**config.mk**
```make
export PLATFORM = sky130hd
export DESIGN_NAME = ita_output_buffer
export DESIGN_NICKNAME = d
export VERILOG_FILES = /design/src/rtl/ita_package.sv /design/src/rtl/ita_outbuf_serializer.sv /design/src/rtl/ita_output_buffer.sv
export SDC_FILE = /design/constraint.sdc
export NUM_CORES = 2
export LEC_CHECK = 0
export CAP_MARGIN = 25
export CORE_ASPECT_RATIO = 0.8
export CORE_UTILIZATION = 60
export CTS_CLUSTER_DIAMETER = 60
export DETAILED_ROUTE_END_ITERATION = 7
export HOLD_SLACK_MARGIN = 0.02
export PLACE_DENSITY = 0.8
export SYNTH_ARGS = -nofsm -noshare
export SYNTH_HDL_FRONTEND = slang
export SYNTH_HIERARCHICAL = 1
export SYNTH_SLANG_ARGS = --single-unit
```
**constraint.sdc**
```tcl
create_clock -name clk_i -period 24.5 [get_ports clk_i]
set_input_delay 6.125 -clock clk_i [delete_from_list [all_inputs] [get_ports clk_i]]
set_output_delay 6.125 -clock clk_i [all_outputs]
set_load 0.005 [all_outputs]
```
**src/rtl/ita_package.sv**
```systemverilog
// Shared ITA output-buffer types and default sizing constants.
// OutbufDepth/OutbufSlack replace the old FifoDepth at integration.
package ita_package;

   localparam int unsigned OutbufN     = 16;
   localparam int unsigned OutbufWi    = 8;
   localparam int unsigned OutbufDepth = 14;
   localparam int unsigned OutbufSlack = 10;
   localparam int unsigned OutbufSplit = 1;

   typedef logic [$clog2(OutbufDepth+1)-1:0]         outbuf_usage_t;
   typedef logic [OutbufN*OutbufWi-1:0]             outbuf_row_t;
   typedef logic [OutbufN*OutbufWi/OutbufSplit-1:0] outbuf_beat_t;

   typedef enum logic {
      BEAT_IDLE   = 1'b0,
      BEAT_STREAM = 1'b1
   } beat_state_e;

   // Index width that stays legal for a single-entry range.
   function automatic int unsigned idx_width(input int unsigned n);
      return (n > 1) ? $clog2(n) : 1;
   endfunction

endpackage

```
**src/rtl/ita_outbuf_serializer.sv**
```systemverilog
// Splits the head row into OUT_SPLIT beats on a valid/ready port and
// signals pop back to storage when the last beat is accepted.
module ita_outbuf_serializer
   import ita_package::*;
#(
   parameter int unsigned N         = OutbufN,
   parameter int unsigned WI        = OutbufWi,
   parameter int unsigned OUT_SPLIT = OutbufSplit
) (
   input  logic                      clk_i,
   input  logic                      rst_ni,
   input  logic                      clear_i,
   input  logic [N*WI-1:0]           row_i,
   input  logic                      avail_next_i,
   input  logic                      ready_i,
   output logic                      valid_o,
   output logic [N*WI/OUT_SPLIT-1:0] oup_o,
   output logic                      pop_o,
   output beat_state_e               state_o
);

   localparam int unsigned BW  = N * WI / OUT_SPLIT;
   localparam int unsigned BCW = idx_width(OUT_SPLIT);
   localparam logic [BCW-1:0] LastBeat = BCW'(OUT_SPLIT - 1);

   // Handshake: a beat transfers on a cycle with valid_o && ready_i; once
   // valid_o is high it and oup_o hold until that transfer happens.
   beat_state_e    state_q;
   logic [BCW-1:0] beat_q;
   logic [BW-1:0]  beat_data;
   logic           hs;

   assign valid_o = (state_q == BEAT_STREAM);
   assign hs      = valid_o && ready_i;
   assign pop_o   = hs && (beat_q == LastBeat);
   assign state_o = state_q;

   always_comb begin
      beat_data = '0;
      for (int k = 0; k < int'(OUT_SPLIT); k++) begin
         if (beat_q == BCW'(k)) beat_data = row_i[k*BW +: BW];
      end
   end

   assign oup_o = valid_o ? beat_data : '0;

   // avail_next_i looks at next-cycle usage so a push into an empty
   // buffer is presented one cycle later.
   always_ff @(posedge clk_i or negedge rst_ni) begin
      if (!rst_ni) begin
         state_q <= BEAT_IDLE;
         beat_q  <= '0;
      end else if (clear_i) begin
         state_q <= BEAT_IDLE;
         beat_q  <= '0;
      end else begin
         case (state_q)
            BEAT_IDLE: begin
               if (avail_next_i) state_q <= BEAT_STREAM;
            end
            BEAT_STREAM: begin
               if (pop_o) begin
                  beat_q  <= '0;
                  state_q <= avail_next_i ? BEAT_STREAM : BEAT_IDLE;
               end else if (hs) begin
                  beat_q <= beat_q + BCW'(1);
               end
            end
            default: state_q <= BEAT_IDLE;
         endcase
      end
   end

endmodule

```
**src/rtl/ita_output_buffer.sv**
```systemverilog
// Circular row buffer with beat serializer and early back-pressure for ITA.
// Define ITA_OUTBUF_MONITOR_EN to build the usage high-water-mark monitor.
module ita_output_buffer
   import ita_package::*;
#(
   parameter int unsigned N         = OutbufN,
   parameter int unsigned WI        = OutbufWi,
   parameter int unsigned DEPTH     = OutbufDepth,
   parameter int unsigned OUT_SPLIT = OutbufSplit,
   parameter int unsigned SLACK     = OutbufSlack
) (
   input  logic                           clk_i,
   input  logic                           rst_ni,
   input  logic                           clear_i,
   input  logic                           push_i,
   input  logic [N*WI-1:0]                data_i,
   output logic                           almost_full_o,
   output logic                           full_o,
   output logic                           empty_o,
   output logic                           overflow_o,
   output logic                           valid_o,
   input  logic                           ready_i,
   output logic [N*WI/OUT_SPLIT-1:0]      oup_o,
   output logic [$clog2(DEPTH+1)-1:0]     usage_o,
   output logic [$clog2(DEPTH+1)-1:0]     usage_max_o
);

   localparam int unsigned UW = $clog2(DEPTH + 1);
   localparam int unsigned PW = idx_width(DEPTH);
   localparam logic [UW-1:0] DepthU  = UW'(DEPTH);
   localparam logic [UW-1:0] SlackU  = UW'(SLACK);
   localparam logic [PW-1:0] LastPtr = PW'(DEPTH - 1);

   logic [N*WI-1:0] mem_q [DEPTH];
   logic [PW-1:0]   wr_ptr_q, rd_ptr_q;
   logic [UW-1:0]   usage_q, usage_d;
   logic            overflow_q;
   logic            full, pop, push_acc;
   beat_state_e     beat_state;

   assign full     = (usage_q == DepthU);
   // A full buffer still takes a push when the head row leaves this cycle.
   assign push_acc = push_i && (!full || pop);

   always_comb begin
      usage_d = usage_q;
      if (clear_i)              usage_d = '0;
      else if (push_acc && !pop) usage_d = usage_q + UW'(1);
      else if (!push_acc && pop) usage_d = usage_q - UW'(1);
   end

   always_ff @(posedge clk_i or negedge rst_ni) begin
      if (!rst_ni) begin
         wr_ptr_q   <= '0;
         rd_ptr_q   <= '0;
         usage_q    <= '0;
         overflow_q <= 1'b0;
      end else if (clear_i) begin
         wr_ptr_q   <= '0;
         rd_ptr_q   <= '0;
         usage_q    <= '0;
         overflow_q <= 1'b0;
      end else begin
         usage_q <= usage_d;
         if (push_acc) wr_ptr_q <= (wr_ptr_q == LastPtr) ? '0 : wr_ptr_q + PW'(1);
         if (pop)      rd_ptr_q <= (rd_ptr_q == LastPtr) ? '0 : rd_ptr_q + PW'(1);
         if (push_i && !push_acc) overflow_q <= 1'b1;
      end
   end

   always_ff @(posedge clk_i) begin
      if (push_acc && !clear_i) mem_q[wr_ptr_q] <= data_i;
   end

   ita_outbuf_serializer #(
      .N         (N),
      .WI        (WI),
      .OUT_SPLIT (OUT_SPLIT)
   ) i_serializer (
      .clk_i        (clk_i),
      .rst_ni       (rst_ni),
      .clear_i      (clear_i),
      .row_i        (mem_q[rd_ptr_q]),
      .avail_next_i (usage_d != '0),
      .ready_i      (ready_i),
      .valid_o      (valid_o),
      .oup_o        (oup_o),
      .pop_o        (pop),
      .state_o      (beat_state)
   );

   assign full_o        = full;
   assign empty_o       = (usage_q == '0) && (beat_state == BEAT_IDLE);
   assign overflow_o    = overflow_q;
   assign usage_o       = usage_q;
   assign almost_full_o = ((DepthU - usage_q) <= SlackU);

`ifdef ITA_OUTBUF_MONITOR_EN
   logic [UW-1:0] usage_max_q;

   always_ff @(posedge clk_i or negedge rst_ni) begin
      if (!rst_ni)                   usage_max_q <= '0;
      else if (clear_i)              usage_max_q <= '0;
      else if (full)                 usage_max_q <= DepthU;
      else if (usage_q > usage_max_q) usage_max_q <= usage_q;
   end

   assign usage_max_o = usage_max_q;

`ifndef SYNTHESIS
   logic report_armed_q;

   // Reports once per clear, when the buffer first drains back to empty.
   always_ff @(posedge clk_i or negedge rst_ni) begin
      if (!rst_ni)      report_armed_q <= 1'b1;
      else if (clear_i) report_armed_q <= 1'b1;
      else if (report_armed_q && (usage_q != '0) && (usage_d == '0)) begin
         $display("ita_output_buffer: usage high-water mark %0d of %0d",
                  (usage_q > usage_max_q) ? usage_q : usage_max_q, DEPTH);
         report_armed_q <= 1'b0;
      end
   end
`endif
`else
   assign usage_max_o = '0;
`endif

endmodule

```
==> results.toml <==
[outcome]
status = "finished with violations"
violations = "DRC"

[finish]
nFillCells = 6660
final_util_pct = 69.15
layout_common_cells = "1792 x edfxtp_1, 512 x mux4_2, 269 x clkdlybuf4s50_1"
drive_gt1_share_pct = 29.94
register_area_um2 = 54200
area_growth_pct = 14.03
multi_input_area_um2 = 14580
fin_nets = 3331
layout_commonest_cell = "edfxtp_1"

[place]
port_buffers = 269
gp_congestion = 0.7469
dpl.hpwl_um = 76240

[floorplanning]
die_w_um = 382.7
initial_utilization_pct = 60.65
ios = 274
fp-row-count = 111
fp.coreArea_um2 = 114700
die_h_um = 306.6
die-area_um2 = 117300

[cts]
clock-sinks = 1807
cts_tree = "built"
cts_resized = 0
cts_setup_buffers = 0
cts_root_buf = "clkbuf_16"
cts-buffers-inserted = 164
path_clk_slew_ps = 70
cts_max_path_buffers = 3
htreeDepth = 4
postCtsHoldBufs = 0
clk_latency_ps = 800

[pwr]
p_switching_uw = 1312
internal_power_uw = 5022
switching_share_pct = 20.71
p_seq_share_pct = 54.2
power_density_nw_per_um2 = 79.83
p_leak_uw = 0.02401
peakVddDrop_uv = 78.81
comb_power_share_pct = 6.7
pwr-share-clk_pct = 39.1

[timing]
skew_ps = 29.43
period_share_pct = 47.72
setup_viol = 0
slew_headroom_pct = 14.19
slew_violations = 0
rsz0062_at_grt = "no"
setup_tns_ps = 0
fmax_mhz = 85.54
min_period_ps = 11690
worstMarginPinSlew_ps = 1287
final_hold_viol_count = 0

[drt]
drtIter0Drc = 3578
via_count = 31700
drt-pass1-iter-count = 7
wl_per_cell_um = 31.73
drc_errors = 81
wl_um = 154100
viasPerCell = 6.529
postRouteAntennaNets = 0

[worst_setup_path]
crit_fanout = 52
crit_start = "rd_ptr_q[0]"
reg2regPathDepth = 9
reg2reg_to = "mem_q[9][45]"
end_kind = "output pin"
arrival_ps = 5570
slowest_delay_ps = 780
r2r-start = "i_serializer/state_o"
cp.required_ps = 18380
crit_type = "reg -> out"
rrSetupSlack_ps = 18720
crit_path_cell_trace = "buf_16, buf_4, buf_4, buf_16, buf_4, buf_16, mux4_2, mux4_2, and2_2, clkdlybuf4s50_1"
critPathSlowestCell = "buf_4"
cp-start-kind = "flip-flop"

[global_route]
grt_pass1_vias = 33360
antenna_found_initial = 15
grtUsageTotal_pct = 26.69
grt_first_pass_wirelength_um = 223600
grt_max_degree = 129
globalRouteOverflowTotal = 0

[hold_path]
min-delay-start = "overflow_o"
hold_class = "reg -> reg"
hold_depth = 2
whs_endpoint = "overflow_o"

[logic_synthesis]
yosysSeqAreaShare_pct = 77.88
synth_cell_type_count = 46
async_reset_ff_share_pct = 0.8301
synthFlopType = "edfxtp_1"
syn_inst = 2836
synth_edf_count = 1792
ys_seq_elements = 1807
syn_area_per_cell_um2 = 24.53
synth_warnings = 6
synth_area_um2 = 69570

[flow_run]
maxCapViolCount = 0
-- power groups by stage --
stage               clock (uW)  combinational [uW]  sequential, uW
floorplan                    0                 250            3500
global placement             0                 401            3500
detailed placement           0                 414            3500
CTS                       2510                 418            3440
global route              2620                 451            3440
finish                    2470                 423            3440
-- cells by family after synthesis --
group	Yosys count	synth area share, %
AO/OA/AOI/OAI	26	0.2320
XOR/XNOR	3	0.03777
adder cells (fa/ha/maj)	6	0.1079
buffers and inverters	163	1.307
flip-flops	1807	77.88
multiplexers	641	18.66
other	1	0.005390
AND/OR/NAND/NOR	189	1.766
-- per-stage QoR --
| stage | std cells | hold WS [ps] | worst slack (ps) | total power (uW) | area, um2 |
|---|---|---|---|---|---|
| detailed placement | 4543 | 498.4 | 12600 | 3919 | 73940 |
| global placement | 4542 | 482.9 | 12760 | 3903 | 73920 |
| global route | 4852 | 558.6 | 12480 | 6508 | 79320 |
| floorplan | 2839 | 485.9 | 4734 | 3751 | 69590 |
| CTS | 4837 | 514.3 | 11700 | 6365 | 79080 |
| finish | 4856 | 507.3 | 12810 | 6333 | 79330 |
-- worst max-delay path: cells and delay by family, from the launching register on --
kind	cells	cell delay (ps)
buf+inv	7	2840
flops	1	530
mux	2	1050
simple gates	1	210
-- sequential cells by signal, indices dropped and copies added, names as in the netlist --
name / cells
i_serializer/beat_q: 1
i_serializer/state_o: 1
rd_ptr_q: 4
mem_q: 1792
overflow_o: 1
wr_ptr_q: 4
usage_o: 4
-- cell type report --
cell class                      count  area share (%)
Clock inverter                     83           1.066
Clock buffer                      211           5.422
Multi-Input combinational cell    869           18.38
Tap cell                         1525           2.405
Inverter                            9         0.04258
Timing Repair Buffer              341           4.325
Sequential cell                  1807           68.32
Antenna cell                       11         0.03470
-- Yosys cell counts (5+ instances only) --
master | instances | share of area [%]
a21oi_1 | 9 | 0.065
and2_1 | 39 | 0.35
and2_2 | 90 | 0.97
buf_1 | 15 | 0.081
buf_2 | 43 | 0.31
buf_4 | 5 | 0.054
buf_6 | 28 | 0.45
clkbuf_1 | 51 | 0.28
clkbuf_2 | 12 | 0.086
dfrtp_1 | 15 | 0.54
edfxtp_1 | 1792 | 77
ha_1 | 6 | 0.11
inv_1 | 9 | 0.049
mux2_1 | 40 | 0.65
mux2_2 | 88 | 1.4
mux4_2 | 512 | 17
nand2_1 | 9 | 0.049
nor2_1 | 26 | 0.14
nor3_1 | 5 | 0.036
o21ai_0 | 7 | 0.050
-- routing by layer --
metal | wire length [um] | global-route usage [%]
met5 | 99 | 0
met4 | 3796 | 8.456
met3 | 13110 | 5.435
met2 | 80720 | 45.77
met1 | 56360 | 34.69
-- how the worst max path moves through the flow --
| stage | end | slack [ps] |
|---|---|---|
| global route | oup_o[103] | 12480 |
| CTS | oup_o[114] | 11700 |
| global placement | oup_o[104] | 12760 |
| finish | oup_o[103] | 12810 |
| floorplan | mem_q[12][0] | 4730 |
| detailed placement | oup_o[114] | 12600 |
Note: power is estimated with default switching activity, not from simulation.
